**config.mk**
```make
export PLATFORM = sky130hd
export DESIGN_NAME = bram_stream_reader
export DESIGN_NICKNAME = d
export VERILOG_FILES = /design/src/rtl/bram_stream_reader.sv
export SDC_FILE = /design/constraint.sdc
export NUM_CORES = 1
export LEC_CHECK = 0
export CAP_MARGIN = 10
export CORE_ASPECT_RATIO = 0.9
export CORE_UTILIZATION = 54
export DETAILED_ROUTE_END_ITERATION = 12
export MAX_ROUTING_LAYER = met4
export PLACE_DENSITY_LB_ADDON = 0.1
export SYNTH_ARGS = -nofsm -noshare
export SYNTH_HDL_FRONTEND = slang
export SYNTH_SLANG_ARGS = --single-unit
```
**constraint.sdc**
```tcl
create_clock -name CLK -period 3.48 [get_ports CLK]
set_input_delay 0.87 -clock CLK [delete_from_list [all_inputs] [get_ports CLK]]
set_output_delay 0.87 -clock CLK [all_outputs]
set_load 0.05 [all_outputs]
```
**src/rtl/bram_stream_reader.sv**
```systemverilog
// Streams a contiguous block of BRAM words out over a valid/ready interface.
// A small 4-entry FIFO absorbs the one-cycle BRAM read latency under backpressure.
`timescale 1ns/1ps
module bram_stream_reader #(
    parameter int ADDR_W = 11,
    parameter int DATA_W = 8
) (
    input  logic              CLK,
    input  logic              RST,
    input  logic              start,
    input  logic [ADDR_W-1:0] base_addr,
    input  logic [ADDR_W-1:0] length,
    output logic              busy,
    output logic              done,
    output logic              bram_en,
    output logic [ADDR_W-1:0] bram_addr,
    output logic              bram_we,
    input  logic [DATA_W-1:0] bram_do,
    output logic              m_valid,
    input  logic              m_ready,
    output logic [DATA_W-1:0] m_data,
    output logic              m_last
);

    typedef enum logic [1:0] {
        IDLE  = 2'd0,
        READ  = 2'd1,
        DRAIN = 2'd2,
        DONE  = 2'd3
    } state_t;

    state_t            state_r;
    logic              bram_en_r;
    logic              inflight_r;
    logic              done_r;
    logic [ADDR_W-1:0] bram_addr_r;
    logic [ADDR_W-1:0] reads_left_r;
    logic [ADDR_W-1:0] out_left_r;
    logic [DATA_W-1:0] fifo_mem_r [4];
    logic [1:0]        wr_ptr_r;
    logic [1:0]        rd_ptr_r;
    logic [2:0]        count_r;

    logic              m_valid_s;
    logic              m_last_s;
    logic              push_s;
    logic              pop_s;
    logic [2:0]        count_next_s;
    logic [3:0]        occupancy_s;
    logic [ADDR_W-1:0] reads_after_s;
    logic              issue_next_s;

    assign m_valid_s = (count_r != 3'd0);
    assign m_last_s  = m_valid_s & (out_left_r == ADDR_W'(1));

    // Next-cycle read decision: counts the data landing next cycle so the FIFO can never overflow.
    always_comb begin
        push_s        = inflight_r;
        pop_s         = m_valid_s & m_ready;
        count_next_s  = count_r + {2'b00, push_s} - {2'b00, pop_s};
        occupancy_s   = {1'b0, count_next_s} + {3'b000, bram_en_r};
        reads_after_s = reads_left_r;
        issue_next_s  = 1'b0;
        if (bram_en_r) begin
            reads_after_s = reads_left_r - ADDR_W'(1);
        end else begin
            reads_after_s = reads_left_r;
        end
        if ((state_r == READ) && (reads_after_s != '0) && (occupancy_s <= 4'd2)) begin
            issue_next_s = 1'b1;
        end else begin
            issue_next_s = 1'b0;
        end
    end

    // FIFO storage; contents are don't-care whenever count_r says the slot is empty.
    always_ff @(posedge CLK) begin
        if (push_s) begin
            fifo_mem_r[wr_ptr_r] <= bram_do;
        end
    end

    // Control FSM, read issue and FIFO pointer bookkeeping.
    always_ff @(posedge CLK) begin
        if (RST) begin
            state_r      <= IDLE;
            bram_en_r    <= 1'b0;
            inflight_r   <= 1'b0;
            done_r       <= 1'b0;
            bram_addr_r  <= '0;
            reads_left_r <= '0;
            out_left_r   <= '0;
            wr_ptr_r     <= 2'd0;
            rd_ptr_r     <= 2'd0;
            count_r      <= 3'd0;
        end else begin
            inflight_r <= bram_en_r;
            count_r    <= count_next_s;
            done_r     <= 1'b0;
            if (push_s) begin
                wr_ptr_r <= wr_ptr_r + 2'd1;
            end
            if (pop_s) begin
                rd_ptr_r   <= rd_ptr_r + 2'd1;
                out_left_r <= out_left_r - ADDR_W'(1);
            end
            if (bram_en_r) begin
                bram_addr_r <= bram_addr_r + ADDR_W'(1);
            end
            case (state_r)
                IDLE: begin
                    bram_en_r <= 1'b0;
                    if (start) begin
                        if (length != '0) begin
                            bram_addr_r  <= base_addr;
                            reads_left_r <= length;
                            out_left_r   <= length;
                            bram_en_r    <= 1'b1;
                            state_r      <= READ;
                        end else begin
                            done_r  <= 1'b1;
                            state_r <= DONE;
                        end
                    end
                end
                READ: begin
                    reads_left_r <= reads_after_s;
                    bram_en_r    <= issue_next_s;
                    if (reads_after_s == '0) begin
                        state_r <= DRAIN;
                    end
                end
                DRAIN: begin
                    bram_en_r <= 1'b0;
                    if (pop_s && m_last_s) begin
                        done_r  <= 1'b1;
                        state_r <= DONE;
                    end
                end
                DONE: begin
                    bram_en_r <= 1'b0;
                    state_r   <= IDLE;
                end
                default: begin
                    bram_en_r <= 1'b0;
                    state_r   <= IDLE;
                end
            endcase
        end
    end

    assign busy      = (state_r != IDLE);
    assign done      = done_r;
    assign bram_en   = bram_en_r;
    assign bram_addr = bram_addr_r;
    assign bram_we   = 1'b0;
    assign m_valid   = m_valid_s;
    assign m_last    = m_last_s;
    assign m_data    = m_valid_s ? fifo_mem_r[rd_ptr_r] : {DATA_W{1'b0}};

endmodule

```
After elaboration in Yosys (flattened, before gate mapping). Memories as Yosys holds them, arrays and structs flattened. A register that Yosys moved wholly into a read port is not among the register bits. Cells that the tools add are included.

Bits in registers: 45. RAM bits: 32. Bits of input ports: 34. Logic and storage cells: 73. Memories: 1.

Add/sub/neg operators: 8. Magnitude comparators: 1. Equality and inequality tests: 8. Multiplexer cells: 30. Bitwise logic cells: 2. Reductions and logical operators: 13.

Memory list: fifo_mem_r (depth 4, width 8, read ports 1, clocked after Yosys merged registers in 1, write ports 1, RTL line 39) `logic [DATA_W-1:0] fifo_mem_r [4];`.

Operator list (number): $mux W11 (11); $pmux W11 S2 (1); $reduce_bool A11 Y1 (2); $sub A11 B1 Y11 const B (2); $mux W2 (6); $add A11 B1 Y11 const B (1); $eq A11 B1 Y1 const B (1); $logic_not A11 Y1 (1); $mux W1 (8); $mux W8 (1); $pmux W2 S4 (1); $ne A2 B2 Y1 const B (3); $reduce_and A3 Y1 (2); $add A2 B1 Y2 const B (2); $add A3 B1 Y4 (1); $eq A2 B2 Y1 const B (2); $le A4 B2 Y1 const B (1); $reduce_bool A2 Y1 (2); $add A3 B1 Y3 (1); $logic_and A1 B1 Y1 (3); $pmux W1 S3 (1); $reduce_bool A3 Y1 (1); $sub A3 B1 Y3 (1); $and A1 B1 Y1 (2); 5 further kinds (5).

Logic depth before layout (Yosys ltp).
Depth in word-level cells: 8. Gate-level depth with buffers: 12.

Least setup slack after synthesis. Ideal clock, no wire load.

Kind: register to register. Start point: reg bram_en_r (netlist: bram_en). End point: reg state_r[0]. Setup time: 95 ps. Arrival: 2694 ps. Slack: 691 ps. Cell stages (with the launch flop): 8. Path buffers: 1. Cells stage by stage: dfxtp_1 > or4b_1 > buf_2 > nor2_2 > a22oi_1 > or4_4 > or4_4 > a221oi_1.

Word-level cells in the longest chain between the ends: 4.

RTL lines: start: declaration (RTL line 33) `logic bram_en_r;`; start signal: assignment (RTL line 128) `bram_en_r <= issue_next_s;`; $mux W11 (RTL line 64) `if (bram_en_r) begin`; $logic_not A11 Y1 (RTL line 129) `if (reads_after_s == '0) begin`; $ne A2 B1 Y1 (no line); $reduce_and A3 Y1 (no line); end signal: assignment (RTL line 130) `state_r <= DRAIN;`; end signal: assignment (RTL line 137) `state_r <= DONE;`; end signal: assignment (RTL line 142) `state_r <= IDLE;`; end: declaration (RTL line 32) `state_t state_r;`.

No other way between the ends. A chain may end at the register's enable or synchronous reset.

==> impl_metrics.ini <==
[power_and_ir_drop]
leakagePower_nw = 1.75
power.total_mw = 3.92
ir_drop_mv = 0.314
p_per_area_nw_per_um2 = 807

[global_route]
gr-usage-met1 = 0.330
met3_usage = 0.0501
antenna_found_initial = 0
grt_util_all_layers = 0.247
met2_usage = 0.376
grt.busiest_layer = met2
grt_overflow = 0
grt_first_pass_wirelength_mm = 14.4
grt_max_degree = 48
grt_pass1_vias = 2977

[logic_synthesis]
synth-edff-count = 32
synth.distinct_cells = 57
synth_nets = 448
synthArstFlopShare = 0
yosys.area.top_type = edfxtp_1
seq_area_frac_synth = 0.474
ys_top_cells_by_area = edfxtp_1 (24%), dfxtp_1 (23%), mux4_2 (4.5%)
syn_area_um2 = 4010
synth_flop_cell = dfxtp_1
ys.warnings.count = 0
synth-seq-cells = 79
syn_area_per_cell_um2 = 10.0
yosysTopAreaCellShare = 0.240
syn_inst = 399

[critical_path]
cp-end-kind = primary output
ff2ff_path_depth = 6
rr_startpoint = reads_left_r[3]$_SDFFE_PP0P_
path_class = register to primary output
regToRegSetupSlack_ns = 0.57
crit_arrival_ns = 2.42
cp_max_fo = 8
r2r_end = state_r[0]$_SDFFE_PP0P_
start_kind = register
worstPathRequired_ns = 2.61

[layout]
final_common_cell = clkdlybuf4s50_1
regArea_um2 = 1900
final_cells = 549
synthToLayoutAreaGrowth_pct = 21.1
fillerInstances = 578
multi_input_comb_area_um2 = 1930
drive_gt1_frac = 0.0899
final_cell_mix = clkdlybuf4s50_1 (56), dfxtp_1 (47), nor2_1 (43)
final_nets = 500
design_area_um2 = 4850
diodes = 0

[placed_design]
gp_congestion = 0.825
dp_slack_ns = 0.236
placed_area_um2 = 4650
place_inst = 533
dpl.hpwl_mm = 6.05
portBuffers = 57

[clock_network]
cts_made_buffers = 9
cts_tree = built
post_cts_resized = 0
post_cts_buffers = 0
insertion_delay_ns = 0.35
cts-root-buf = clkbuf_8
cts.path.max_buffers = 2
cts_htree_levels = 3
clkSinkCount = 79
ctsHoldBuffers = 0
clk_pin_slew_ns = 0.08

[detailed_routing]
drt-total-wl_mm = 8.74
drt_iter0_drc = 142
route.vias.total = 3079
ant_nets = 0
first_pass_iters = 4
drc = 0
routedWlPerCell_um = 15.9
routed_via_density = 5.61

[sta]
skew_ns = 0.00995
rsz0062_at_grt = false
max_freq_mhz = 304
slew_headroom = 0.367
min_period_ns = 3.29
setup_tns_ns = 0
post-route-period-util = 0.944
setup_ws_ns = 0.194
drv_slew = 0
setup_viol = 0
tightestPinTransition_ns = 0.949
final-hold-violation-count = 0

[die]
io_pins = 59
rows = 29
initial_core_util = 0.564
die_y_um = 83.7
die_x_um = 92.8
die_area_um2 = 7770
core_um2 = 7110

[min_path]
worstHoldStart = rd_ptr_r[1]$_SDFFE_PP0P_
min_path_type = register to register
whs_path_depth = 2

[outcome]
status = complete, no violations

[flow_run]
cap_violations = 0
-- flip-flops by register name, summed over array words and instances (netlist names), named ones only --
| name | cells |
|---|---|
| wr_ptr_r | 2 |
| count_r | 3 |
| rd_ptr_r | 2 |
| out_left_r | 11 |
| inflight_r | 1 |
| bram_en | 1 |
| state_r | 2 |
| done | 1 |
| fifo_mem_r | 32 |
| reads_left_r | 11 |
| bram_addr | 11 |
-- power by group --
part           internal, mW  switching, mW
combinational         0.776           1.11
sequential             1.13          0.205
clock                 0.338          0.362
total                  2.24           1.67
-- final cells by class --
type	instances	share of cell area
repair buffers	65	0.130
well taps	93	0.0240
clock inverters	7	0.0160
clock buffers	9	0.0255
flip-flops and latches	79	0.392
inverters	19	0.0147
multi-input cells	277	0.398
-- layer usage --
| metal | vias to the layer above | share of wire |
|---|---|---|
| met1 | 1455 | 0.47 |
| li1 | 1542 | - |
| met4 | 0 | 0.010 |
| met2 | 72 | 0.47 |
| met5 | - | 0 |
| met3 | 10 | 0.051 |
-- kinds of logic (layout without fill, tap and decap cells) --
group | count (synthesis) | count (layout) | share of synthesized area
AOI/OAI and AO/OA | 74 | 74 | 0.122
xor gates and xnor gates | 27 | 27 | 0.0590
adders and majority gates | 15 | 15 | 0.0487
buffers and inverters | 43 | 100 | 0.0440
DFF | 79 | 79 | 0.474
muxes | 15 | 15 | 0.0634
other | 1 | 1 | 0.000935
and+or+nand+nor | 145 | 145 | 0.187
-- worst max-delay path: stages (launching register included) --
cell and delay, ns:
dfxtp_1 0.66, mux4_2 0.57, nor2b_1 0.14, clkdlybuf4s50_1 0.69
-- cell usage after synthesis (all sizes together), types with 2 or more instances --
cell,number
dfxtp,47
nor2,44
edfxtp,32
nand2,23
a211oi,19
inv,19
clkbuf,18
nor2b,17
o21ai,15
xnor2,15
a21oi,14
ha,14
xor2,12
nand3,11
nor3,10
mux4,8
and2,7
buf,6
nor4,5
or4,5
a22oi,4
and3,4
mux2i,4
o22ai,4
or3,4
a32oi,3
mux2,3
nand4,3
a21boi,2
a221oi,2
nand3b,2
nand4b,2
nor4b,2
or2,2
-- worst max-delay path by stage --
stage	cells past startpoint	from	endpoint
after floorplan	7	bram_en$_SDFF_PP0_	state_r[0]$_SDFFE_PP0P_
after global placement	10	m_ready	bram_en$_SDFF_PP0_
after detailed placement	10	m_ready	bram_en$_SDFF_PP0_
after CTS	4	out_left_r[2]$_SDFF_PP0_	m_last
after global routing	3	register	m_data[1]
final	3	register	m_data[4]
-- stage by stage --
stage / utilization / hold WS (ns)
4_1_cts: 0.682 / 0.513
3_5_place_dp: 0.654 / 0.492
3_3_place_gp: 0.654 / 0.481
2_1_floorplan: - / 0.470
6_report: 0.683 / 0.516
5_1_grt: 0.683 / 0.543
Note: power is estimated with default switching activity, not from simulation.
